<file path="config.mk">
export PLATFORM = sky130hd
export DESIGN_NAME = riscv_fetch_unit_flat
export DESIGN_NICKNAME = d
export VERILOG_FILES = /design/src/rtl/riscv_fetch_unit_pkg.sv /design/src/rtl/riscv_fetch_unit_if.sv /design/src/rtl/riscv_fetch_fifo.sv /design/src/rtl/riscv_fetch_unit.sv /design/src/flat_wrapper.sv
export SDC_FILE = /design/constraint.sdc
export NUM_CORES = 1
export LEC_CHECK = 0
export BUFFER_PORTS_ARGS = -buffer_cell sky130_fd_sc_hd__buf_2
export CAP_MARGIN = 25
export CORE_MARGIN = 2
export CORE_UTILIZATION = 30
export CTS_CLUSTER_DIAMETER = 50
export DETAILED_ROUTE_END_ITERATION = 8
export PLACE_DENSITY = 0.61
export SYNTH_ARGS = -nofsm -noshare
export SYNTH_HDL_FRONTEND = slang
export SYNTH_SLANG_ARGS = --single-unit
</file>
<file path="constraint.sdc">
create_clock -name clk -period 5.7 [get_ports clk]
set_input_delay 0.855 -clock clk [delete_from_list [all_inputs] [get_ports clk]]
set_output_delay 0.855 -clock clk [all_outputs]
set_load 0.02 [all_outputs]
</file>
<file path="src/rtl/riscv_fetch_unit_pkg.sv">
// Shared types and constants for the instruction fetch unit: FSM state
// encodings, the buffered {pc, instr} entry and PC helpers.
package riscv_fetch_unit_pkg;

    typedef enum logic [1:0] {
        FETCH_IDLE      = 2'd0,
        FETCH_WAIT      = 2'd1,
        FETCH_WAIT_DROP = 2'd2
    } fetch_state_e;

    localparam logic [31:0] PC_INCR = 32'd4;

    typedef struct packed {
        logic [31:0] pc;
        logic [31:0] instr;
    } fetch_entry_t;

    // Redirect targets may carry low bits; fetch addresses are always word aligned.
    function automatic logic [31:0] align_pc(input logic [31:0] pc);
        return pc & 32'hFFFF_FFFC;
    endfunction

endpackage

</file>
<file path="src/rtl/riscv_fetch_unit_if.sv">
// Fetch unit bundle: instruction memory request/response, instruction
// output towards the core, and the redirect input.
interface riscv_fetch_unit_if;

    // valid/ready: a transfer happens on a rising edge where both are high;
    // imem_req_valid may be withdrawn only in a redirect cycle.
    logic        imem_req_valid;
    logic        imem_req_ready;
    logic [31:0] imem_addr;
    logic        imem_rsp_valid;
    logic [31:0] imem_rsp_data;
    logic        instr_valid;
    logic        instr_ready;
    logic [31:0] instr;
    logic [31:0] instr_pc;
    logic        redirect_valid;
    logic [31:0] redirect_pc;

    modport master (
        output imem_req_valid, imem_addr, instr_valid, instr, instr_pc,
        input  imem_req_ready, imem_rsp_valid, imem_rsp_data, instr_ready,
               redirect_valid, redirect_pc
    );

    modport slave (
        input  imem_req_valid, imem_addr, instr_valid, instr, instr_pc,
        output imem_req_ready, imem_rsp_valid, imem_rsp_data, instr_ready,
               redirect_valid, redirect_pc
    );

endinterface

</file>
<file path="src/rtl/riscv_fetch_fifo.sv">
// Synchronous FIFO of {pc, instr} entries; flush wins over push and pop.
module riscv_fetch_fifo
    import riscv_fetch_unit_pkg::*;
#(
    parameter int DEPTH = 2,
    localparam int AW = $clog2(DEPTH),
    localparam int CW = AW + 1
) (
    input  logic         clk,
    input  logic         rst,
    input  logic         push_i,
    input  fetch_entry_t push_data_i,
    input  logic         pop_i,
    input  logic         flush_i,
    output fetch_entry_t head_o,
    output logic         full_o,
    output logic         empty_o,
    output logic [CW-1:0] count_o
);

    fetch_entry_t  mem_q [DEPTH];
    logic [AW-1:0] wr_ptr_q;
    logic [AW-1:0] rd_ptr_q;
    logic [CW-1:0] count_q;
    logic          do_push;
    logic          do_pop;

    assign full_o  = (count_q == CW'(DEPTH));
    assign empty_o = (count_q == '0);
    assign count_o = count_q;
    assign head_o  = mem_q[rd_ptr_q];

    assign do_push = push_i && !full_o;
    assign do_pop  = pop_i && !empty_o;

    always_ff @(posedge clk) begin
        if (rst || flush_i) begin
            wr_ptr_q <= '0;
            rd_ptr_q <= '0;
            count_q  <= '0;
        end else begin
            if (do_push) wr_ptr_q <= wr_ptr_q + AW'(1);
            if (do_pop)  rd_ptr_q <= rd_ptr_q + AW'(1);
            case ({do_push, do_pop})
                2'b10:   count_q <= count_q + CW'(1);
                2'b01:   count_q <= count_q - CW'(1);
                default: count_q <= count_q;
            endcase
        end
    end

    // Storage needs no reset: entries are only visible through a nonzero count.
    always_ff @(posedge clk) begin
        if (do_push && !flush_i && !rst) mem_q[wr_ptr_q] <= push_data_i;
    end

endmodule

</file>
<file path="src/rtl/riscv_fetch_unit.sv">
// Instruction fetch stage: single-outstanding word reads, small {pc, instr}
// buffer towards the core, redirect flushes buffered and in-flight fetches.
module riscv_fetch_unit
    import riscv_fetch_unit_pkg::*;
#(
    parameter logic [31:0] RESET_PC   = 32'h0000_0000,
    parameter int          FIFO_DEPTH = 2
) (
    input  logic                      clk,
    input  logic                      rst,
    riscv_fetch_unit_if.master        fetch_if,
    output fetch_state_e              dbg_state_o
);

    localparam int CW = $clog2(FIFO_DEPTH) + 1;

    fetch_state_e  state_q, state_d;
    logic [31:0]   fetch_pc_q, fetch_pc_d;
    logic [31:0]   inflight_pc_q, inflight_pc_d;

    logic          req_valid;
    logic          req_fire;
    logic          push;
    logic          pop;
    logic          fifo_full;
    logic          fifo_empty;
    logic [CW-1:0] fifo_count;
    fetch_entry_t  push_entry;
    fetch_entry_t  head;

    riscv_fetch_fifo #(.DEPTH(FIFO_DEPTH)) u_fifo (
        .clk         (clk),
        .rst         (rst),
        .push_i      (push),
        .push_data_i (push_entry),
        .pop_i       (pop),
        .flush_i     (fetch_if.redirect_valid),
        .head_o      (head),
        .full_o      (fifo_full),
        .empty_o     (fifo_empty),
        .count_o     (fifo_count)
    );

    always_comb begin
        req_valid  = (state_q == FETCH_IDLE) && !fifo_full &&
                     !fetch_if.redirect_valid && !rst;
        req_fire   = req_valid && fetch_if.imem_req_ready;
        push       = (state_q == FETCH_WAIT) && fetch_if.imem_rsp_valid &&
                     !fetch_if.redirect_valid;
        pop        = (fifo_count != '0) && fetch_if.instr_ready;
        push_entry = '{pc: inflight_pc_q, instr: fetch_if.imem_rsp_data};
    end

    always_comb begin
        state_d       = state_q;
        fetch_pc_d    = fetch_pc_q;
        inflight_pc_d = inflight_pc_q;

        case (state_q)
            FETCH_IDLE: begin
                if (req_fire) begin
                    state_d       = FETCH_WAIT;
                    fetch_pc_d    = fetch_pc_q + PC_INCR;
                    inflight_pc_d = fetch_pc_q;
                end
            end
            FETCH_WAIT, FETCH_WAIT_DROP: begin
                if (fetch_if.imem_rsp_valid) state_d = FETCH_IDLE;
            end
            default: state_d = FETCH_IDLE;
        endcase

        // The outstanding response, if still to come, belongs to the old path.
        if (fetch_if.redirect_valid) begin
            fetch_pc_d = align_pc(fetch_if.redirect_pc);
            if (state_q != FETCH_IDLE && !fetch_if.imem_rsp_valid) begin
                state_d = FETCH_WAIT_DROP;
            end else begin
                state_d = FETCH_IDLE;
            end
        end
    end

    always_ff @(posedge clk) begin
        if (rst) begin
            state_q       <= FETCH_IDLE;
            fetch_pc_q    <= RESET_PC;
            inflight_pc_q <= RESET_PC;
        end else begin
            state_q       <= state_d;
            fetch_pc_q    <= fetch_pc_d;
            inflight_pc_q <= inflight_pc_d;
        end
    end

    assign fetch_if.imem_req_valid = req_valid;
    assign fetch_if.imem_addr      = fetch_pc_q;
    assign fetch_if.instr_valid    = (fifo_count != '0);
    assign fetch_if.instr          = fifo_empty ? 32'h0 : head.instr;
    assign fetch_if.instr_pc       = fifo_empty ? 32'h0 : head.pc;
    assign dbg_state_o             = state_q;

endmodule

</file>
<file path="src/flat_wrapper.sv">
// flat-port wrapper written by rule: the top's interface ports become plain ports
module riscv_fetch_unit_flat import riscv_fetch_unit_pkg::*;
#(
    parameter logic [31:0] RESET_PC   = 32'h0000_0000,
    parameter int          FIFO_DEPTH = 2
)
  (clk, rst, dbg_state_o, fetch_if_imem_req_valid, fetch_if_imem_addr, fetch_if_instr_valid, fetch_if_instr, fetch_if_instr_pc, fetch_if_imem_req_ready, fetch_if_imem_rsp_valid, fetch_if_imem_rsp_data, fetch_if_instr_ready, fetch_if_redirect_valid, fetch_if_redirect_pc);
  riscv_fetch_unit_if fetch_if_i ();
  input  logic clk;
  input  logic rst;
  output fetch_state_e dbg_state_o;
  output wire logic [$bits(fetch_if_i.imem_req_valid)-1:0] fetch_if_imem_req_valid;
  output wire logic [$bits(fetch_if_i.imem_addr)-1:0] fetch_if_imem_addr;
  output wire logic [$bits(fetch_if_i.instr_valid)-1:0] fetch_if_instr_valid;
  output wire logic [$bits(fetch_if_i.instr)-1:0] fetch_if_instr;
  output wire logic [$bits(fetch_if_i.instr_pc)-1:0] fetch_if_instr_pc;
  input wire logic [$bits(fetch_if_i.imem_req_ready)-1:0] fetch_if_imem_req_ready;
  input wire logic [$bits(fetch_if_i.imem_rsp_valid)-1:0] fetch_if_imem_rsp_valid;
  input wire logic [$bits(fetch_if_i.imem_rsp_data)-1:0] fetch_if_imem_rsp_data;
  input wire logic [$bits(fetch_if_i.instr_ready)-1:0] fetch_if_instr_ready;
  input wire logic [$bits(fetch_if_i.redirect_valid)-1:0] fetch_if_redirect_valid;
  input wire logic [$bits(fetch_if_i.redirect_pc)-1:0] fetch_if_redirect_pc;
  assign fetch_if_imem_req_valid = fetch_if_i.imem_req_valid;
  assign fetch_if_imem_addr = fetch_if_i.imem_addr;
  assign fetch_if_instr_valid = fetch_if_i.instr_valid;
  assign fetch_if_instr = fetch_if_i.instr;
  assign fetch_if_instr_pc = fetch_if_i.instr_pc;
  assign fetch_if_i.imem_req_ready = fetch_if_imem_req_ready;
  assign fetch_if_i.imem_rsp_valid = fetch_if_imem_rsp_valid;
  assign fetch_if_i.imem_rsp_data = fetch_if_imem_rsp_data;
  assign fetch_if_i.instr_ready = fetch_if_instr_ready;
  assign fetch_if_i.redirect_valid = fetch_if_redirect_valid;
  assign fetch_if_i.redirect_pc = fetch_if_redirect_pc;
  riscv_fetch_unit #(.RESET_PC(RESET_PC), .FIFO_DEPTH(FIFO_DEPTH)) u_core (.clk(clk), .rst(rst), .fetch_if(fetch_if_i), .dbg_state_o(dbg_state_o));
endmodule
</file>
Yosys cells after proc, flatten, opt, wreduce, memory -nomap -nowiden
Memory sizes are Yosys's and may differ from the RTL's. A register that Yosys moved wholly into a read port is not among the register bits.
Index checks and enable logic that the tools add are counted.
- register bits after elaboration: 70
- memory bits (writable): 128
- output and inout port bits: 100
- word-level logic and storage cells: 65
- memories: 1
- memory list (name ; words ; bits a word ; rd ports ; clocked after memory_dff ; write ports ; line ; text):
    u_core.u_fifo.mem_q ; 2 ; 64 ; 1 ; 1 ; 1 ; riscv_fetch_fifo.sv:21 ; fetch_entry_t mem_q [DEPTH];
- add/subtract/negate cells: 5
- eq/ne operators: 7
- multiplexer cells: 15
- reductions and logical operators: 30
- operator list (cell ; count):
    $mux 32 ; 5
    $add 32x3->32 const B ; 1
    $logic_and 1x1->1 ; 12
    $reduce_bool 2->1 ; 5
    $mux 2 ; 4
    $pmux 2 s2 ; 2
    $eq 2x2->1 const B ; 3
    $reduce_and 2->1 ; 3
    $logic_not 1->1 ; 5
    $eq 2x1->1 const B ; 2
    $logic_not 2->1 ; 2
    $mux 1 ; 4
    $reduce_or 2->1 ; 2
    $ne 3x2->1 const B ; 1
    $ne 3x3->1 const B ; 1
    $add 1x1->1 const B ; 2
    $add 2x1->2 const B ; 1
    $sub 2x1->2 const B ; 1
    $logic_or 1x1->1 ; 1

Longest topological paths before layout
- word-level depth: 9
- mapped depth: 8
- depth with buffers taken out: 8

Cells and area by module
A second synthesis with hierarchy kept.
- cells, all modules: 694
- area total of the unflattened synthesis: 8380.5 um^2
- modules (own cells, without submodules) (module ; instances ; cells each ; area each (um^2) ; sequential area each (um^2)):
    riscv_fetch_fifo ; 1 ; 227 ; 4833.4 ; 3943.8
    riscv_fetch_unit ; 1 ; 467 ; 3547.2 ; 1241.2

Worst setup path after synthesis
OpenSTA, ideal clock, no wires.
- kind: in2reg
- from: input port rst
- to: memory u_core.u_fifo.mem_q[0][0] in the netlist's numbering (enable)
- setup time: 482 ps
- arrival: 3845 ps
- required time: 5218 ps
- path slack: 1373 ps
- cell stages on the path: 4
- path through: clkbuf_1 nor2_2 nand2_1 nor2_1
- word-level cells in the longest chain between the ends: 4
- RTL lines (item ; line ; text):
    start: declaration ; flat_wrapper.sv:10 ; input logic rst;
    $logic_not 1->1 ; riscv_fetch_fifo.sv:54 ; if (do_push && !flush_i && !rst) mem_q[wr_ptr_q] <= push_data_i;
    $logic_and 1x1->1 ; riscv_fetch_fifo.sv:54 ;
    $mux 1 ; riscv_fetch_fifo.sv:54 ;
    $mux 1 (implied by the code) ; riscv_fetch_fifo.sv:54 ;
    end: declaration ; riscv_fetch_fifo.sv:21 ;
No other way between the ends.

==> run metrics <==
area of the multi-input gates=2580 um^2; average cell area after synthesis=11.6 um^2; TritonCTS Buffers=17; Setup Skew=0.0109 ns; share of Yosys cell area claimed by the top area cell type=47.4%; fmax=311 MHz; reg-to-reg critical path startpoint=u_core.dbg_state_o[1]; minimum hold slack=0.454 ns; Core Area=25900 um^2; post-detail-place hpwl=13000 um; PnR Total Power=2.77 mW; Clock Sinks=191; number of top-level design ports=170; Max Fanout on Critical Path=38; global router's overall resource usage=14.3%; Worst IR Drop VDD=0.164 mV; Final Critical Period=3.22 ns; CTS H-tree lvls=4; number of instances in the placed design=1145; post-synthesis instance total=679; Post CTS Setup Buffer Count=0; Max transition margin=35.8%; wirelength, routed=19900 um; number of global-route vias before repair=5428; CTS tree=yes; Non-Filler Instances=1177; most common cell in the netlist=sky130_fd_sc_hd__edfxtp_1; Initial DRC Count=292; Synth cell types=53; post-route cell area=9590 um^2; total negative setup slack=0 ns; number of cells upsized or downsized after cts=0; Routed wire per std cell=16.9 um; initial standard-cell utilization of the core=30.3%; PwrDens=289 nW/um^2; cell area after placement=9040 um^2; endpoint class of the critical path=primary output; min-delay worst type=flop to flop; fraction of final layout cells with drive strength greater than 1=25.9%; setup repair after global routing missed its margin=false; share of the yosys chip area belonging to registers=64.5%; number of enable flip-flop cells after synthesis=124; number of buffers inserted by port buffering=163; instance count along the most critical hold path=0; minimum setup slack in the final design=2.48 ns; n_diodes=0; last weighted congestion value of the routability-driven placer=0.785; Antenna Nets Post-Route=0; Die Outline Area=27500 um^2; final critical-path share of the clock period=56.4%; DP Worst Slack=2.20 ns; via-per-instance ratio=4.80; Worst EP arrival=2.36 ns; signed area change from the synthesized netlist to the final layout=22.1%; placement row count=59; number of buffers between clock root and the deepest sink=2; antenna violations before repair=0; endpoint of the worst register-to-register path=u_core.fetch_if.imem_addr[21]; Die Y=166 um; #FFs+latches synth=191; total global routing overflow=0; # nets final=903; final hold viol count=0; worst-case reg-to-reg path depth=6; root cell of the clock tree=sky130_fd_sc_hd__clkbuf_16; synth cell count leaders=sky130_fd_sc_hd__edfxtp_1 (124), sky130_fd_sc_hd__nor2_1 (86), sky130_fd_sc_hd__nand2_1 (84), sky130_fd_sc_hd__dfxtp_1 (67), sky130_fd_sc_hd__mux2i_1 (63); top cells by area in the synthesized netlist=sky130_fd_sc_hd__edfxtp_1 (47%), sky130_fd_sc_hd__dfxtp_1 (17%), sky130_fd_sc_hd__mux2i_1 (8.0%); type of the worst setup path=flop to primary output; hold path startpoint=u_core.inflight_pc_q[13]; run status=complete, no violations; clock network latency to the later pin of the worst-skew pair=0.42 ns; Worst Path Required=4.85 ns; Pleak=3.55 nW; fill cell total of the finished layout=2563; Post-CTS Hold Fix Bufs=0; pin count of the biggest net entering global routing=63; share of the core filled with cells=37.0%; vias=5655; Slew Viols, Final=0; area of the mapped netlist=7850 um^2; Synth area leader=sky130_fd_sc_hd__edfxtp_1; FFs w/ async S/R, synth=0%; Sequential Area=5070 um^2; predominant post-synthesis flop cell=sky130_fd_sc_hd__edfxtp_1; Syn. warnings=0; actual slew at the worst max-slew pin=0.964 ns; endpoint of the worst hold path=u_core.u_fifo.mem_q[1][45]; Register-to-Register Setup Slack=3.12 ns; clock transition time at the flip-flop clock pins of the worst setup and hold paths=0.07 ns; kind of start point of the critical path=flop; number of design rule violations left after detail routing=0; number of max-capacitance violations reported=0; iteration count of the initial detailed-routing pass=5; Die Width=166 um; final setup violating endpoints=0; first-pass GRT wire length=30800 um
-- worst max-delay path, cell delays in order (launching register included) --
cell                      delay, ns
sky130_fd_sc_hd__dfxtp_4       0.64
sky130_fd_sc_hd__buf_4         0.66
sky130_fd_sc_hd__mux2i_1       0.40
sky130_fd_sc_hd__nor2_1        0.06
sky130_fd_sc_hd__buf_2         0.16
-- placed cells by master (no fill, tap or decap), types with 14 or more instances in the layout --
cell type	instances
sky130_fd_sc_hd__buf_2	163
sky130_fd_sc_hd__edfxtp_1	124
sky130_fd_sc_hd__nor2_1	84
sky130_fd_sc_hd__nand2_1	84
sky130_fd_sc_hd__dfxtp_1	66
sky130_fd_sc_hd__mux2i_1	63
sky130_fd_sc_hd__a21oi_1	37
sky130_fd_sc_hd__nand3_1	23
sky130_fd_sc_hd__clkbuf_16	18
sky130_fd_sc_hd__nand4_1	14
sky130_fd_sc_hd__o21ai_0	14
-- cell type report --
type / count / share of cell area [%]
clock buffer: 21 / 4.92
tap: 335 / 4.37
multi-input combinational: 436 / 26.9
timing repair buffer: 173 / 9.68
sequential: 191 / 52.9
inverter: 10 / 0.391
clock inverter: 11 / 0.835
-- where the power goes --
group	total (mW)	internal, mW	switching (mW)
clock network	1.12	0.599	0.519
registers	1.52	1.49	0.0313
logic	0.139	0.0524	0.0867
total	2.77	2.14	0.637
-- worst max path at each step --
stage                     cells after the start                             to                    start  slack [ns]
after CTS                                     4          fetch_if_instr_pc[13]                     flop        2.37
after global placement                        6  u_core.fetch_if.imem_addr[21]  fetch_if_redirect_valid        2.22
final                                         4          fetch_if_instr_pc[13]                     flop        2.48
after floorplan                               4      u_core.u_fifo.mem_q[0][0]                      rst        1.37
after detailed placement                      6  u_core.fetch_if.imem_addr[21]  fetch_if_redirect_valid        2.20
after global routing                          4          fetch_if_instr_pc[13]                     flop        2.30
-- flip-flops by register name, indices dropped and copies added (netlist names), named ones only --
register	cells
u_core.u_fifo.mem_q	124
u_core.u_fifo.wr_ptr_q	1
u_core.fetch_if.imem_addr	30
u_core.u_fifo.count_o	2
u_core.dbg_state_o	2
u_core.inflight_pc_q	30
u_core.u_fifo.rd_ptr_q	1
-- routing by layer --
layer / vias to the layer above / track usage [%] / part of all wire (%)
met5: - / 0 / 0
met4: 0 / 4.69 / 2.0
met3: 25 / 3.55 / 5.7
met2: 202 / 22.3 / 46
met1: 2682 / 19.7 / 46
li1: 2746 / - / -
-- kinds of logic (layout without fill, tap and decap cells) --
family / count (synthesis) / in the layout / synth area share (%)
xor gates and xnor gates: 12 / 12 / 1.34
other: 1 / 4 / 0.0478
DFF: 191 / 191 / 64.5
adders and majority gates: 4 / 4 / 0.638
buffers and inverters: 55 / 215 / 2.98
AOI/OAI and AO/OA: 87 / 87 / 6.65
and+or+nand+nor: 265 / 265 / 15.7
muxes: 64 / 64 / 8.18
(Power assumes the default switching activity.)
